### config.mk
export PLATFORM = sky130hd
export DESIGN_NAME = update_dispatch
export DESIGN_NICKNAME = d
export VERILOG_FILES = /design/src/rtl/hft_pkg.sv /design/src/rtl/update_fifo.sv /design/src/rtl/update_dispatch.sv
export SDC_FILE = /design/constraint.sdc
export NUM_CORES = 1
export LEC_CHECK = 0
export BUFFER_PORTS_ARGS = -buffer_cell sky130_fd_sc_hd__buf_2
export CAP_MARGIN = 20
export CORE_MARGIN = 3
export CORE_UTILIZATION = 59
export DETAILED_ROUTE_END_ITERATION = 10
export MAX_ROUTING_LAYER = met4
export PLACE_DENSITY = 0.89
export SLEW_MARGIN = 15
export SYNTH_ARGS = -nofsm -noshare
export SYNTH_HDL_FRONTEND = slang
export SYNTH_SLANG_ARGS = --single-unit
### constraint.sdc
create_clock -name clk -period 6.9 [get_ports clk]
set_clock_uncertainty 0.05 [all_clocks]
set_input_delay 0.345 -clock clk [delete_from_list [all_inputs] [get_ports clk]]
set_output_delay 0.345 -clock clk [all_outputs]
set_load 0.01 [all_outputs]
### src/rtl/hft_pkg.sv
// Shared update types for the dispatch path. Vertex/weight widths normally come from
// Const.vh; the guarded defaults below apply only when that header has not been read.
`ifndef PRED_WIDTH
`define PRED_WIDTH 7
`endif
`ifndef WEIGHT_WIDTH
`define WEIGHT_WIDTH 15
`endif

package hft_pkg;

  localparam int VERTEX_W = `PRED_WIDTH + 1;
  localparam int WEIGHT_W = `WEIGHT_WIDTH + 1;

  typedef struct packed {
    logic [VERTEX_W-1:0] src;
    logic [VERTEX_W-1:0] dst;
    logic [WEIGHT_W-1:0] e;
  } update_t;

  typedef enum logic [1:0] {
    IDLE,
    LOAD,
    RUN,
    RETIRE
  } dispatch_state_t;

  localparam logic [15:0] STAT_MAX = 16'hFFFF;

  // Statistics counters stick at all-ones instead of wrapping.
  function automatic logic [15:0] sat_inc(input logic [15:0] v);
    return (v == STAT_MAX) ? v : v + 16'd1;
  endfunction

endpackage

### src/rtl/update_fifo.sv
// Circular update queue with a registered occupancy count; full/empty come from the count.
module update_fifo
  import hft_pkg::*;
#(
  parameter int DEPTH = 8
) (
  input  logic    clk,
  input  logic    reset,
  input  logic    push,
  input  logic    pop,
  input  update_t din,
  output update_t dout,
  output logic    full,
  output logic    empty
);

  localparam int AW = $clog2(DEPTH);

  update_t         mem [DEPTH];
  logic [AW-1:0]   wr_ptr;
  logic [AW-1:0]   rd_ptr;
  logic [AW:0]     count;
  logic            do_push;
  logic            do_pop;

  // A push is judged against the pre-pop occupancy, so a write into a full queue is lost
  // even when the head leaves in the same cycle.
  assign full    = (count == (AW+1)'(DEPTH));
  assign empty   = (count == '0);
  assign do_push = push && !full;
  assign do_pop  = pop && !empty;
  assign dout    = mem[rd_ptr];

  always_ff @(posedge clk) begin
    if (reset) begin
      wr_ptr <= '0;
      rd_ptr <= '0;
      count  <= '0;
    end else begin
      if (do_push) wr_ptr <= wr_ptr + 1'b1;
      if (do_pop)  rd_ptr <= rd_ptr + 1'b1;
      case ({do_push, do_pop})
        2'b10:   count <= count + 1'b1;
        2'b01:   count <= count - 1'b1;
        default: count <= count;
      endcase
    end
  end

  always_ff @(posedge clk) begin
    if (do_push) mem[wr_ptr] <= din;
  end

endmodule

### src/rtl/update_dispatch.sv
// Feeds queued host edge updates one at a time to the graph container, with a RUN watchdog.
// Define DISPATCH_STATS_EN to build the saturating drop/done statistics counters.
module update_dispatch
  import hft_pkg::*;
#(
  parameter int DEPTH   = 8,
  parameter int TIMEOUT = 4096
) (
  input  logic                 clk,
  input  logic                 reset,
  input  logic                 wr_en,
  input  logic [`PRED_WIDTH:0]   wr_src,
  input  logic [`PRED_WIDTH:0]   wr_dst,
  input  logic [`WEIGHT_WIDTH:0] wr_e,
  output logic                 full,
  output logic [`PRED_WIDTH:0]   u_src,
  output logic [`PRED_WIDTH:0]   u_dst,
  output logic [`WEIGHT_WIDTH:0] u_e,
  output logic                 container_reset,
  input  logic                 container_done,
  output logic                 upd_done,
  output logic                 upd_timeout,
  output logic                 busy,
  output logic [15:0]          drop_cnt,
  output logic [15:0]          done_cnt
);

  localparam int              WD_W    = $clog2(TIMEOUT);
  localparam logic [WD_W-1:0] WD_LAST = WD_W'(TIMEOUT - 1);

  dispatch_state_t state;
  logic [WD_W-1:0] watchdog;
  update_t         wr_upd;
  update_t         head;
  update_t         cur;
  logic            fifo_empty;
  logic            pop;

  assign wr_upd = '{src: wr_src, dst: wr_dst, e: wr_e};
  assign pop    = (state == LOAD);

  update_fifo #(.DEPTH(DEPTH)) u_fifo (
    .clk   (clk),
    .reset (reset),
    .push  (wr_en),
    .pop   (pop),
    .din   (wr_upd),
    .dout  (head),
    .full  (full),
    .empty (fifo_empty)
  );

  assign u_src = cur.src;
  assign u_dst = cur.dst;
  assign u_e   = cur.e;
  assign busy  = (state != IDLE) || !fifo_empty;

  // The retire pulses are raised on the RUN exit edge so they are high for the RETIRE cycle.
  always_ff @(posedge clk) begin
    if (reset) begin
      state           <= IDLE;
      cur             <= '0;
      container_reset <= 1'b1;
      upd_done        <= 1'b0;
      upd_timeout     <= 1'b0;
      watchdog        <= '0;
    end else begin
      upd_done    <= 1'b0;
      upd_timeout <= 1'b0;
      case (state)
        IDLE: begin
          container_reset <= 1'b1;
          if (!fifo_empty) state <= LOAD;
        end
        LOAD: begin
          cur             <= head;
          container_reset <= 1'b0;
          state           <= RUN;
        end
        RUN: begin
          if (container_done) begin
            container_reset <= 1'b1;
            upd_done        <= 1'b1;
            state           <= RETIRE;
          end else if (watchdog == WD_LAST) begin
            container_reset <= 1'b1;
            upd_timeout     <= 1'b1;
            state           <= RETIRE;
          end else begin
            watchdog <= watchdog + 1'b1;
          end
        end
        RETIRE: begin
          watchdog <= '0;
          state    <= IDLE;
        end
        default: state <= IDLE;
      endcase
    end
  end

`ifdef DISPATCH_STATS_EN
  logic [15:0] drop_q;
  logic [15:0] done_q;

  // Counted on the same edges that drop a write or raise upd_done.
  always_ff @(posedge clk) begin
    if (reset) begin
      drop_q <= '0;
      done_q <= '0;
    end else begin
      if (wr_en && full)                   drop_q <= sat_inc(drop_q);
      if (state == RUN && container_done) done_q <= sat_inc(done_q);
    end
  end

  assign drop_cnt = drop_q;
  assign done_cnt = done_q;
`else
  assign drop_cnt = '0;
  assign done_cnt = '0;
`endif

endmodule

==> out/qor.txt, run 1 <==
clock-pin slew on the worst setup and hold paths: 0.06 ns
Die H: 151 um
RSZ-0062 raised after global routing: no
Post-Route WL: 24,300 um
largest net degree at the start of global routing: 66
setup TNS: 0 ns
Ports: 105
TritonCTS Buffers: 30
first-iteration detailed-routing DRC count: 558
Avg Inst Size Synth: 17.8 sq um
Seq cells post-synth: 315
Rows: 52
routability cong.: 0.823
Core Box Area: 20,400 sq um
XOR/XNOR Fraction of Synth Area: 0.00494
via count: 6,567
clk sinks: 315
P_leak: 0.00468 uW
hold depth: 1
measured slew at the worst slew-check pin: 0.841 ns
buffers and inverters on the worst path: 0
FF-to-FF Start: u_fifo.count[1]
htree depth: 1
ys flop type: edfxtp_1
Crit path max-delay family: simple AND/OR/NAND/NOR gates
Setup crit start kind: flip-flop
synth warn: 0
Hold Vio Cnt, Final: 0
status: finished, final reports clean
Crit Path Category: flip-flop to flip-flop
Final ANT Viol Nets: 0
Slowest-stage cell, CP: or4b_2
Worst EP required: 7.31 ns
chip width: 151 um
Hold Path Origin: wr_e[12]
r2r endpoint: u_fifo.count[2]
Initial DRT Pass Iterations: 5
worst min-delay path class: primary input to flip-flop
Total GRT Usage: 0.221
Final Max Slew Viols: 0
Arr. time, crit path: 3.25 ns
clock root buffer: clkbuf_16
die area: 22,800 sq um
Cell Pwr Density: 346 nW/um^2
post-synthesis sequential area ratio: 0.715
drt wl/cell: 22.5 um
Synth area leader: edfxtp_1
VDD IR max: 0.264 mV
Fmax achieved: 353 MHz
Vias per Instance: 6.10
synth top area cells: edfxtp_1, mux4_2, dfxtp_1, mux2i_1, a211oi_1
vias in the first global route: 6,518
Rel. slew slack: 0.439
share of the synthesized area in the top cell type: 0.620
post-layout min period: 2.84 ns
FF-to-FF setup slack: 4.06 ns
post-synth cell types: 52
CP cell instances: or4b_2 -> nand2_2 -> ha_1 -> xor2_1 -> ha_1 -> a21oi_1 -> xor2_1 -> or3_1 -> a21oi_1
Post-Synth Adder-Cell Area: 0.0101
drt drc: 0
Final Cycle Share: 0.411
nets: 827
Synth Area in Simple Gates: 0.0476
layout cells sized above 1: 0.283
global-route wire length before repair: 36,800 um
Area Overhead vs Synth: 13.5%
clk_lat worst skew: 0.54 ns
Setup-failing EPs final: 0
crit path from: u_fifo.count[1]
CP Capture Type: flip-flop
fraction of registers with async set/reset: 0
Congestion Overflow GR: 0
Port Buffers: 72
EDFF count, synth: 256
main combinational cell family by area after synthesis: multiplexers
Compound-Gate Fraction of Synth Area: 0.0435
Crit path largest cell delay: 0.74 ns
Post-Synthesis Cells: 697
initial antenna violation count: 2
dpl hpwl: 13,300 um
CTS tree: built
Filler cells: 1,266
proportion of synthesized area in mux cells: 0.144
Clock Path Buffers: 3
Hold Crit Endpoint: u_fifo.mem[5][12]
worst-path maximum fanout: 9
post-synth design cell area: 12,400 sq um
R2R depth: 9
Power Total: 4870 uW
Initial Utilization: 0.607
Max-Cap Viols: 0
==> stage by stage <==
step,std cells,instance area [sq um],hold WS (ns),setup WS (ns),util
after floorplan,728,12500,0.394,2.05,-
after global placement,1018,13000,0.421,4.22,0.637
after detailed placement,1018,13000,0.426,4.11,0.637
after CTS,1074,14100,0.000576,4.07,0.688
after global routing,1077,14100,0.00846,3.94,0.689
final,1077,14100,0.0166,4.06,0.689
==> cell usage after synthesis, types with 6 or more instances <==
library cell	instances
buf_1	8
a211oi_1	34
xor2_1	6
edfxtp_1	256
buf_2	10
buf_4	33
mux2i_1	34
mux4_2	64
inv_1	7
nand3_1	18
nand2_1	9
ha_1	10
nor2_1	48
dfxtp_1	59
clkbuf_1	20
or3_1	6
a21oi_1	17
==> worst max path at each step <==
stage	to	slack, ns	cells after the start
after global placement	u_fifo.count[2]	4.22	9
after floorplan	u_fifo.mem[2][0]	2.05	5
after global routing	u_fifo.count[2]	3.94	9
after detailed placement	u_fifo.count[2]	4.11	9
after CTS	u_fifo.count[2]	4.07	9
final	u_fifo.count[2]	4.06	9
==> per-layer routing <==
| layer | share of wire | wire length [um] | track usage |
|---|---|---|---|
| met1 | 0.39 | 9410 | 0.288 |
| met2 | 0.51 | 12400 | 0.360 |
| met3 | 0.076 | 1850 | 0.0449 |
| met4 | 0.023 | 550 | 0.0621 |
| met5 | 0 | 0 | - |
==> report_power, final <==
| part | internal [uW] | total, uW | switching (uW) |
|---|---|---|---|
| Combinational | 382 | 835 | 453 |
| Sequential | 2210 | 2330 | 117 |
| Clock | 1030 | 1700 | 674 |
==> logic make-up (layout without fill, tap and decap cells) <==
| family | count (synthesis) | count (layout) |
|---|---|---|
| other | 1 | 34 |
| muxes | 98 | 98 |
| AOI/OAI and AO/OA | 75 | 75 |
| buffers and inverters | 79 | 156 |
| and+or+nand+nor | 112 | 112 |
| adders and majority gates | 10 | 10 |
| DFF | 315 | 315 |
| xor gates and xnor gates | 7 | 7 |
==> what timing repair did <==
action	CTS	global route
gates resized for setup	0	0
endpoints found under the hold margin	0	2
hold buffers	0	1
buffers inserted	0	0
==> layout make-up <==
| type | instances | area (sq um) | area share |
|---|---|---|---|
| Tap cell | 270 | 338 | 0.0240 |
| Multi-Input combinational cell | 334 | 3270 | 0.232 |
| Clock buffer | 38 | 822 | 0.0584 |
| Timing Repair Buffer | 93 | 520 | 0.0370 |
| Sequential cell | 315 | 8870 | 0.630 |
| Antenna cell | 2 | 5.00 | 0.000356 |
| Clock inverter | 18 | 224 | 0.0159 |
| Inverter | 7 | 26.3 | 0.00187 |
==> cell usage in the layout, fill, tap and decap left out, drive strengths merged, types with 6 or more instances in the layout <==
cell	Yosys	final
edfxtp	256	256
mux4	64	64
nand2	10	10
clkbuf	21	38
nor2	48	48
a211oi	34	34
nand3	18	18
ha	10	10
xor2	6	6
dfxtp	59	59
conb	1	32
mux2i	34	34
or3	6	6
clkinv	0	12
a21oi	17	17
buf	51	92
inv	7	8
==> state kept, by name, indices dropped and copies added (netlist names) <==
signal / cells
upd_done: 1
u_src: 8
watchdog: 12
state: 2
container_reset: 1
u_fifo.rd_ptr: 3
u_dst: 8
u_fifo.wr_ptr: 3
u_fifo.mem: 256
upd_timeout: 1
u_fifo.count: 4
u_e: 16
Power figures use the tool's default switching activity.
==> inputs of run 2 (changes only) <==
clock period = 2.7 ns   (was 6.9 ns; I/O delays follow)
==> run 2 against run 1 <==
- register-to-register slack got worse by 4.0 ns
- non-clock buffer count increased by 49
- combinational power increased to 2.9 times the previous value
- routed wire length increased by 8.7%
- sequential power increased to 2.5 times the previous value
- final area increased by 4.6%
- maximum frequency increased by 9.5%
- die area unchanged
- critical endpoint is now u_fifo.mem[2][8]
==> out/qor.txt, run 2 (synthesis gave the netlist of run 1 again) <==
layout cells sized above 1: 0.292
post-layout util: 0.721
clock-pin slew on the worst setup and hold paths: 0.06 ns
Initial DRT Pass Iterations: 5
drt wl/cell: 23.4 um
commonest non-fill, non-tap cell in the layout: edfxtp_1
nets: 877
FF-to-FF Start: u_fifo.count[3]
Ports: 105
CTS tree: built
Post-Route WL: 26,400 um
setup TNS: 0 ns
Max-Cap Viols: 0
Rows: 52
Final Max Slew Viols: 0
Cell Pwr Density: 879 nW/um^2
first-iteration detailed-routing DRC count: 504
initial antenna violation count: 0
clk_lat worst skew: 0.55 ns
Power Total: 12,900 uW
Hold Path Origin: reset
CP Capture Type: flip-flop
Total GRT Usage: 0.245
Die H: 151 um
Port Buffers: 72
drt drc: 0
post-placement cell area: 13,200 sq um
measured slew at the worst slew-check pin: 1.01 ns
post-layout min period: 2.59 ns
worst-path maximum fanout: 22
most frequent cells in the layout: edfxtp_1, buf_2, mux4_2
chip width: 151 um
clk sinks: 315
Vias per Instance: 6.18
Crit Path Category: flip-flop to flip-flop
Final ANT Viol Nets: 0
Final Cycle Share: 0.959
RSZ-0062 raised after global routing: no
Congestion Overflow GR: 0
Core Box Area: 20,400 sq um
Initial Utilization: 0.607
largest net degree at the start of global routing: 66
Most flops, register: u_fifo.mem
Worst EP required: 2.85 ns
fin area: 14,700 sq um
status: finished, final reports clean
via count: 6,962
TritonCTS Buffers: 31
global-route wire length before repair: 41,100 um
hold depth: 2
htree depth: 1
worst min-delay path class: primary input to flip-flop
dpl hpwl: 15,100 um
vias in the first global route: 7,229
crit path from: u_fifo.count[3]
Fmax achieved: 386 MHz
P_leak: 0.00494 uW
die area: 22,800 sq um
routability cong.: 0.879
Rel. slew slack: 0.324
R2R depth: 5
Arr. time, crit path: 2.74 ns
Setup-failing EPs final: 0
Hold Vio Cnt, Final: 0
clock root buffer: clkbuf_16
VDD IR max: 0.669 mV
Area Overhead vs Synth: 18.8%
Clock Path Buffers: 3
flip-flop count of the largest register after layout: 256
Setup crit start kind: flip-flop
run 2: cell types whose count changed in the layout (fill, tap and decap cells not counted), sizes merged:
cell / previous run / this run
inv: 8 / 11
clkbuf: 38 / 34
buf: 92 / 108
diode: 2 / 1
dlygate4sd3: 1 / 34
bufinv: 5 / 7
clkinvlp: 0 / 3
clkinv: 12 / 10
run 2: worst paths after layout:
kind / endpoint / slack (ns)
max reg2reg: u_fifo.mem[2][8] / 0.11
max: u_fifo.mem[2][8] / 0.11
min reg2reg: u_e[9] / 0.44
min: watchdog[1] / 0.25
run 2: worst max-delay path, stage by stage (launching register included):
cell     delay, ns
dfxtp_1       0.35
or4b_2        0.28
nand2_4       0.06
buf_4         0.17
nor4b_4       0.81
buf_4         0.51
run 2: final cells by class:
type,instances,area [sq um]
flip-flops and latches,315,8870
repair buffers,142,1030
fillers,1195,5700
clock inverters,24,324
well taps,270,338
inverters,7,26.3
multi-input cells,334,3330
diodes,1,2.50
clock buffers,34,807
run 2: what timing repair did:
item | in CTS | in global routing
endpoints found under the hold margin | 259 | 0
gates resized for setup | 2 | 0
setup buffers | 0 | 8
pin swaps | 0 | 2
hold buffers | 34 | 0
endpoints found under the setup margin | 1 | 18
run 2: power by group:
| part | internal (uW) | total [uW] | switching (uW) |
|---|---|---|---|
| registers | 5650 | 5910 | 263 |
| logic | 1090 | 2380 | 1290 |
| clock network | 2840 | 4650 | 1810 |
run 2: layer usage:
metal  global-route usage  wire length [um]
met5                    -                 0
met2                0.398             13400
met3               0.0449              1890
met1                0.316             10200
met4               0.0866               913
run 2: per-stage QoR:
step	setup WS (ns)	hold slack [ns]	cells
after floorplan	-0.577	0.184	728
after global placement	0.0786	0.351	1026
after detailed placement	-0.0224	0.366	1026
after CTS	0.0317	0.189	1118
after global routing	0.00522	0.285	1126
final	0.110	0.245	1127
